**config.mk**
```make
export PLATFORM = sky130hd
export DESIGN_NAME = div_freq_meter
export DESIGN_NICKNAME = d
export VERILOG_FILES = /design/src/rtl/div_freq_meter.sv
export SDC_FILE = /design/constraint.sdc
export NUM_CORES = 1
export LEC_CHECK = 0
export CORE_ASPECT_RATIO = 0.7
export CORE_UTILIZATION = 47
export CTS_CLUSTER_DIAMETER = 100
export DETAILED_ROUTE_END_ITERATION = 7
export PLACE_DENSITY = 0.72
export SYNTH_ARGS = -nofsm -noshare
export SYNTH_HDL_FRONTEND = slang
export SYNTH_SLANG_ARGS = --single-unit
```
**constraint.sdc**
```tcl
create_clock -name clk -period 4.7 [get_ports clk]
set_clock_uncertainty 0.2 [all_clocks]
set_input_delay 0.47 -clock clk [delete_from_list [all_inputs] [get_ports clk]]
set_output_delay 0.47 -clock clk [all_outputs]
set_load 0.02 [all_outputs]
```
**src/rtl/div_freq_meter.sv**
```systemverilog
// Period/high-time meter for the divider output; DUTY_CHECK_EN adds a registered duty_err flag.
// Result lands 2 cycles after an f_in rise; a result arriving while one is unaccepted is dropped (sticky drop).
module div_freq_meter #(
    parameter int CNT_W = 8
) (
    input  logic             clk,
    input  logic             reset,
    input  logic             en,
    input  logic             f_in,
    input  logic [CNT_W-1:0] exp_period,
    output logic [CNT_W-1:0] period,
    output logic [CNT_W-1:0] high_time,
    output logic             meas_valid,
    input  logic             meas_ready,
    output logic             mismatch,
    output logic             overflow,
    output logic             drop,
    output logic             duty_err
);

    typedef enum logic [1:0] {IDLE, ARM, MEAS} state_t;

    localparam logic [CNT_W-1:0] CNT_MAX = '1;
    localparam logic [CNT_W-1:0] CNT_ONE = {{(CNT_W-1){1'b0}}, 1'b1};

    state_t           state_q, state_d;
    logic             f_d1_q, f_d1_d, f_d2_q, f_d2_d;
    logic [CNT_W-1:0] cnt_q, cnt_d, hi_q, hi_d;
    logic [CNT_W-1:0] period_q, period_d, high_time_q, high_time_d;
    logic             valid_q, valid_d, mismatch_q, mismatch_d;
    logic             overflow_q, overflow_d, drop_q, drop_d;

    logic             rise;
    logic             res_vld, res_mm, res_ovf;
    logic [CNT_W-1:0] res_period, res_high;
    logic             load;

    assign rise = f_d1_q & ~f_d2_q;

    always_comb begin
        state_d    = state_q;
        cnt_d      = cnt_q;
        hi_d       = hi_q;
        f_d1_d     = f_in;
        f_d2_d     = f_d1_q;
        res_vld    = 1'b0;
        res_period = cnt_q;
        res_high   = hi_q;
        res_mm     = 1'b0;
        res_ovf    = 1'b0;
        if (!en) begin
            state_d = IDLE;
            cnt_d   = '0;
            hi_d    = '0;
        end else begin
            case (state_q)
                IDLE: begin
                    state_d = ARM;
                    cnt_d   = '0;
                    hi_d    = '0;
                end
                ARM: begin
                    if (rise) begin
                        state_d = MEAS;
                        cnt_d   = CNT_ONE;
                        hi_d    = CNT_ONE;
                    end
                end
                MEAS: begin
                    if (rise) begin
                        res_vld = 1'b1;
                        res_mm  = (exp_period != '0) && (cnt_q != exp_period);
                        cnt_d   = CNT_ONE;
                        hi_d    = CNT_ONE;
                    end else if (cnt_q == CNT_MAX) begin
                        // Saturated with no edge: report and re-arm instead of wrapping.
                        res_vld = 1'b1;
                        res_ovf = 1'b1;
                        res_mm  = (exp_period != '0);
                        state_d = ARM;
                        cnt_d   = '0;
                        hi_d    = '0;
                    end else begin
                        cnt_d = cnt_q + CNT_ONE;
                        if (f_d1_q) hi_d = hi_q + CNT_ONE;
                    end
                end
                default: state_d = IDLE;
            endcase
        end
    end

    assign load = res_vld && (!valid_q || meas_ready);

    always_comb begin
        period_d    = period_q;
        high_time_d = high_time_q;
        mismatch_d  = mismatch_q;
        overflow_d  = overflow_q;
        valid_d     = valid_q;
        drop_d      = drop_q;
        if (load) begin
            period_d    = res_period;
            high_time_d = res_high;
            mismatch_d  = res_mm;
            overflow_d  = res_ovf;
            valid_d     = 1'b1;
        end else if (res_vld) begin
            drop_d = 1'b1;
        end else if (valid_q && meas_ready) begin
            valid_d = 1'b0;
        end
    end

    always_ff @(posedge clk) begin
        if (reset) begin
            state_q     <= IDLE;
            f_d1_q      <= 1'b0;
            f_d2_q      <= 1'b0;
            cnt_q       <= '0;
            hi_q        <= '0;
            period_q    <= '0;
            high_time_q <= '0;
            valid_q     <= 1'b0;
            mismatch_q  <= 1'b0;
            overflow_q  <= 1'b0;
            drop_q      <= 1'b0;
        end else begin
            state_q     <= state_d;
            f_d1_q      <= f_d1_d;
            f_d2_q      <= f_d2_d;
            cnt_q       <= cnt_d;
            hi_q        <= hi_d;
            period_q    <= period_d;
            high_time_q <= high_time_d;
            valid_q     <= valid_d;
            mismatch_q  <= mismatch_d;
            overflow_q  <= overflow_d;
            drop_q      <= drop_d;
        end
    end

    assign period     = period_q;
    assign high_time  = high_time_q;
    assign meas_valid = valid_q;
    assign mismatch   = mismatch_q;
    assign overflow   = overflow_q;
    assign drop       = drop_q;

`ifdef DUTY_CHECK_EN
    logic [CNT_W:0] twice_hi, per_ext, duty_diff;
    logic           duty_err_q, duty_err_d, res_duty;

    // |2*high_time - period| > 1, never flagged on a saturated measurement.
    always_comb begin
        twice_hi  = {res_high, 1'b0};
        per_ext   = {1'b0, res_period};
        duty_diff = (twice_hi >= per_ext) ? (twice_hi - per_ext) : (per_ext - twice_hi);
        res_duty  = !res_ovf && (duty_diff > {{CNT_W{1'b0}}, 1'b1});
        duty_err_d = load ? res_duty : duty_err_q;
    end

    always_ff @(posedge clk) begin
        if (reset) duty_err_q <= 1'b0;
        else       duty_err_q <= duty_err_d;
    end

    assign duty_err = duty_err_q;
`else
    assign duty_err = 1'b0;
`endif

endmodule
```
**After elaboration in Yosys (flattened, before gate mapping)**

Index checks and enable logic that the tools add are counted.

- Register bits: 40
- Input bits: 13
- Output and inout port bits: 21
- Word-level logic and storage cells: 67

- $add $sub $neg: 2
- Eq/ne operators: 9
- Multiplexer cells: 26
- Bitwise operators: 4
- Reductions and logical operators: 15

Operator list:

| kind | count |
|---|---|
| $mux 8 | 6 |
| $pmux 8 s3 | 2 |
| $add 8x1->8 const B | 2 |
| $mux 1 | 14 |
| $eq 8x8->1 const B | 1 |
| $ne 8x8->1 | 1 |
| $reduce_bool 8->1 | 1 |
| $mux 2 | 3 |
| $ne 2x2->1 const B | 3 |
| $pmux 2 s3 | 1 |
| $reduce_and 2->1 | 3 |
| $reduce_and 3->1 | 2 |
| $ne 4x4->1 const B | 1 |
| $logic_and 1x1->1 | 3 |
| $not 1->1 | 3 |
| $reduce_bool 3->1 | 1 |
| $eq 2x1->1 const B | 1 |
| $eq 2x2->1 const B | 1 |
| $logic_not 2->1 | 1 |
| $ne 2x1->1 const B | 1 |
| $reduce_bool 2->1 | 1 |
| $reduce_or 2->1 | 1 |
| $and 1x1->1 | 1 |
| $logic_not 1->1 | 1 |
| $logic_or 1x1->1 | 1 |

**Depth between registers and ports, before layout**

- Depth after elaboration: 8
- Depth in mapped cells: 8
- Mapped depth without buffers: 6

**Least setup slack after synthesis**

OpenSTA, ideal clock, no wires.

- Path kind: flip-flop to flip-flop
- From: reg cnt_q[0]
- To: reg hi_q[4]
- Library setup time: 0.075 ns
- Arrival time: 1.550 ns
- Required time: 4.425 ns
- Slack: 2.876 ns
- Cell stages (with the launch flop): 6
- Path buffers: 0
- Clock period less this slack: 1.824 ns
- Cells stage by stage: dfxtp_1 -> ha_1 -> and3_1 -> a211oi_4 -> nand3_1 -> o22ai_1

- Word-level cells in the longest chain between the ends: 4
- Elaborated cells between the ends (all ways): 6
- Classes of those cells: eq/ne: 2; mux: 3; reduce/logical: 1

Ends and longest elaborated chain:

| element | line | source |
|---|---|---|
| start: declaration | 28 | `logic [CNT_W-1:0] cnt_q, cnt_d, hi_q, hi_d;` |
| start signal: assignment | 132 | `cnt_q <= cnt_d;` |
| $eq 8x8->1 (*) | 75 | `end else if (cnt_q == CNT_MAX) begin` |
| $mux 8 | 75 |  |
| $mux 8 | 70 | `if (rise) begin` |
| $pmux 8 s3 | 56 | `case (state_q)` |
| end signal: assignment | 133 | `hi_q <= hi_d;` |
| end: declaration | 28 |  |

Mark *: on every way between the ends. The rest lies on a longest branch, timed or not.
A chain may end at the register's enable or synchronous reset.

**Worst setup path after layout**

- From: reg state_q[0]
- To: reg high_time_q[5], in the netlist high_time[5]

- Word-level cells in the longest chain between the ends: 4

Ends and longest elaborated chain:

| element | line | source |
|---|---|---|
| start: declaration | 26 | `state_t state_q, state_d;` |
| start signal: assignment | 129 | `state_q <= state_d;` |
| $eq 2x2->1 | 56 |  |
| $mux 1 | 56 |  |
| $mux 1 | 51 | `if (!en) begin` |
| $logic_and 1x1->1 | 93 | `assign load = res_vld && (!valid_q \|\| meas_ready);` |
| end signal: assignment | 135 | `high_time_q <= high_time_d;` |
| end: declaration | 29 | `logic [CNT_W-1:0] period_q, period_d, high_time_q, high_time_d;` |

No other way between the ends.

==> flow_summary_export.csv <==
group,metric,value,unit
drt,drt_iter0_markers,138,
cells_and_area,fin_util,0.619,
synth,synth-simple-area-share,0.232,
placement,dp_slack,2.06,ns
synth,synthMuxAreaShare,0.00482,
drt,drc,0,
timing,worst_slack,2.13,ns
critical_path,critPathArrivalTime,2.61,ns
critical_path,crit_path_end_kind,"flip-flop",
critical_path,critPathKind,"reg -> reg",
drt,wl,5.30,mm
timing,worst_slew_pin_slew,1.20,ns
placement,portBuffers,32,
cells_and_area,nNetsFinal,295,
power,powerDensity,277,nW/um^2
clocking,cts_setup_buffers,0,
synth,synthAdderAreaFrac,0.0421,
grt,grt_pass1_vias,1815,
placement,placed_cell_area,2400,um^2
run_status,outcome,"completed",
floorplan,fp.dieH,57.6,um
synth,synthesis.instances,250,
power,leakage,0.790,nW
hold_path,whs_path_depth,2,
timing,final.min_clock_period,2.57,ns
synth,synth_seq_cells,40,
floorplan,num_io_pins,34,
timing,slew_headroom,0.201,
synth,yosys.area_share.xor_xnor,0.0421,
cells_and_area,drive_gt1_frac,0.0652,
synth,syn_nets,270,
grt,antenna_found_initial,0,
floorplan,die_area,4700,um^2
grt,grt_max_degree,26,
synth,synth_cell_types,47,
floorplan,num_rows,19,
critical_path,path_max_fanout,18,
grt,track_usage,0.254,
critical_path,required,4.74,ns
placement,dpl.hpwl,3.68,mm
clocking,cts_tree,"done",
floorplan,core_area,4070,um^2
clocking,clkTransAtPathRegs,0.09,ns
cells_and_area,design_area,2510,um^2
timing,slew_violations,0,
drt,first_pass_iters,5,
hold_path,holdCritPathClass,"reg -> reg",
flow_run,drv_cap,0,
synth,synth_top_family_by_area,"compound AO/OA/AOI/OAI gates",
critical_path,cpPeakStageDelay,0.94,ns
drt,viasPerCell,5.98,
clocking,clock_sinks,40,
timing,fmax,389,MHz
synth,synthesis.area_per_instance,8.31,um^2
timing,setup_viol,0,
clocking,ctsLongestPathBuffers,2,
clocking,cts_inserted_buffers,5,
clocking,ctsRootBufferMaster,"clkbuf_8",
drt,vias,1961,
critical_path,slowest_stage,"nor2b_1",
critical_path,reg2reg_depth,6,
grt,grt_overflow_total,0,
synth,yosysSeqAreaShare,0.385,
timing,hold_violations,0,
floorplan,initial_core_util,0.511,
timing,rsz0062_at_grt,"no",
cells_and_area,diodes,0,
clocking,htreeDepth,2,
clocking,ctsHoldBuffers,0,
timing,final.setup.tns,0,ns
drt,route.detailed.wl_per_inst,16.2,um
synth,yosysWarnings,0,
cells_and_area,area_delta_synth_final,21.0,%
synth,syn_area,2080,um^2
critical_path,crit_chain,"inv_1 > ha_1 > nand2_1 > nor2b_1 > nand3_1 > a21oi_1",
critical_path,start_kind,"flip-flop",
placement,finalWeightedCongestion,0.950,
clocking,postCtsResizedCells,0,
power,ir_worst_vdd,0.157,mV
grt,grt_first_pass_wirelength,8.98,mm
drt,ant_nets,0,
floorplan,fp.dieW,81.5,um
clocking,worstSkewPairLatency,0.30,ns
synth,synth_compound_area_frac,0.250,
timing,finalCritPeriodShare,0.547,
[path summary, 6_finish.rpt]
kind / slack [ns] / from / endpoint
worst min register to register: 0.28 / high_time[4]$_SDFFE_PP0P_ / high_time[4]$_SDFFE_PP0P_
worst max-delay path: 2.13 / state_q[0]$_SDFFE_PP0P_ / high_time[5]$_SDFFE_PP0P_
worst min-delay path: 0.28 / high_time[4]$_SDFFE_PP0P_ / high_time[4]$_SDFFE_PP0P_
worst max register to register: 2.13 / state_q[0]$_SDFFE_PP0P_ / high_time[5]$_SDFFE_PP0P_
[state kept, by name (all words and copies together) (netlist names)]
register,flops
high_time,8
drop,1
cnt_q,8
meas_valid,1
mismatch,1
hi_q,8
period,8
f_d2_q,1
state_q,2
overflow,1
f_d1_q,1
[placed cells by master, fill, tap and decap left out, types with 4 or more instances in the layout]
cell             synthesis  routed
ha_1                     7       7
o21ai_0                 23      23
a211oi_1                 6       6
xnor2_1                  9       9
nand3_1                 30      30
nor2_1                   6       6
o22ai_1                  5       5
nor2b_1                 10      10
or3_1                    5       5
dfxtp_1                 40      40
nand2_1                 18      18
clkbuf_8                 0       5
a21oi_1                 26      26
nand4_1                  4       4
clkdlybuf4s50_1          0      32
[where the power goes]
part / total [mW] / internal [mW] / leakage, nW / switching, mW
Combinational: 0.0616 / 0.0236 / 0.409 / 0.0381
Sequential: 0.343 / 0.341 / 0.323 / 0.00231
Clock: 0.293 / 0.160 / 0.0583 / 0.133
Total: 0.697 / 0.524 / 0.790 / 0.173
[metal layers]
layer,vias to the layer above,track usage,wire [um]
li1,963,-,-
met2,66,0.351,2170
met3,7,0.0520,318
met4,0,0.0740,51
met1,925,0.391,2770
met5,-,0,0
[worst max-delay path, delay by kind of cell, from the launching register on]
| family | cells | cell delay, ns |
|---|---|---|
| and+or+nand+nor | 3 | 1.30 |
| adders and majority gates | 1 | 0.40 |
| DFF | 1 | 0.34 |
| AOI/OAI and AO/OA | 1 | 0.16 |
| buffers and inverters | 1 | 0.11 |
[cell families after synthesis]
family / count (synthesis)
AND/OR/NAND/NOR: 90
AO/OA/AOI/OAI: 83
flip-flops: 40
buffers and inverters: 18
XOR/XNOR: 10
adder cells (fa/ha/maj): 7
other: 1
multiplexers: 1
[through the flow]
stage / hold slack [ns] / total power [mW] / cells
after floorplan: 0.253 / 0.390 / 250
after global placement: 0.263 / 0.411 / 320
after detailed placement: 0.267 / 0.411 / 320
after global routing: 0.296 / 0.721 / 328
after CTS: 0.280 / 0.698 / 328
final: 0.280 / 0.697 / 328
[cell usage after synthesis, drive strengths merged]
library cell	number	area, um^2
a211oi	7	65.1
a21boi	1	7.51
a21o	1	7.51
a21oi	29	164
a31oi	3	18.8
a32o	1	10.0
and2b	2	15.0
and3	2	12.5
and4	1	8.76
buf	7	46.3
clkbuf	9	33.8
conb	1	3.75
dfxtp	40	801
ha	7	87.6
inv	2	7.51
mux2i	1	10.0
nand2	18	67.6
nand2b	3	18.8
nand3	30	150
nand3b	1	7.51
nand4	5	37.5
nor2	6	22.5
nor2b	10	62.6
nor3	2	10.0
nor4	3	18.8
o2111ai	1	8.76
o211ai	1	7.51
o21a	2	15.0
o21ai	26	134
o21ba	1	10.0
o22ai	5	31.3
o31a	1	8.76
o31ai	3	22.5
o32ai	1	8.76
or3	5	31.3
or4	2	18.8
xnor2	9	78.8
xor2	1	8.76
[cell type report]
cell class,instances,area (um^2)
sequential,40,801
clock inverter,3,47.5
inverter,2,7.51
fill,344,1550
tap,52,65.1
multi-input combinational,192,1190
timing repair buffer,34,335
clock buffer,5,68.8
No activity file was read; power rests on OpenSTA's default activity.
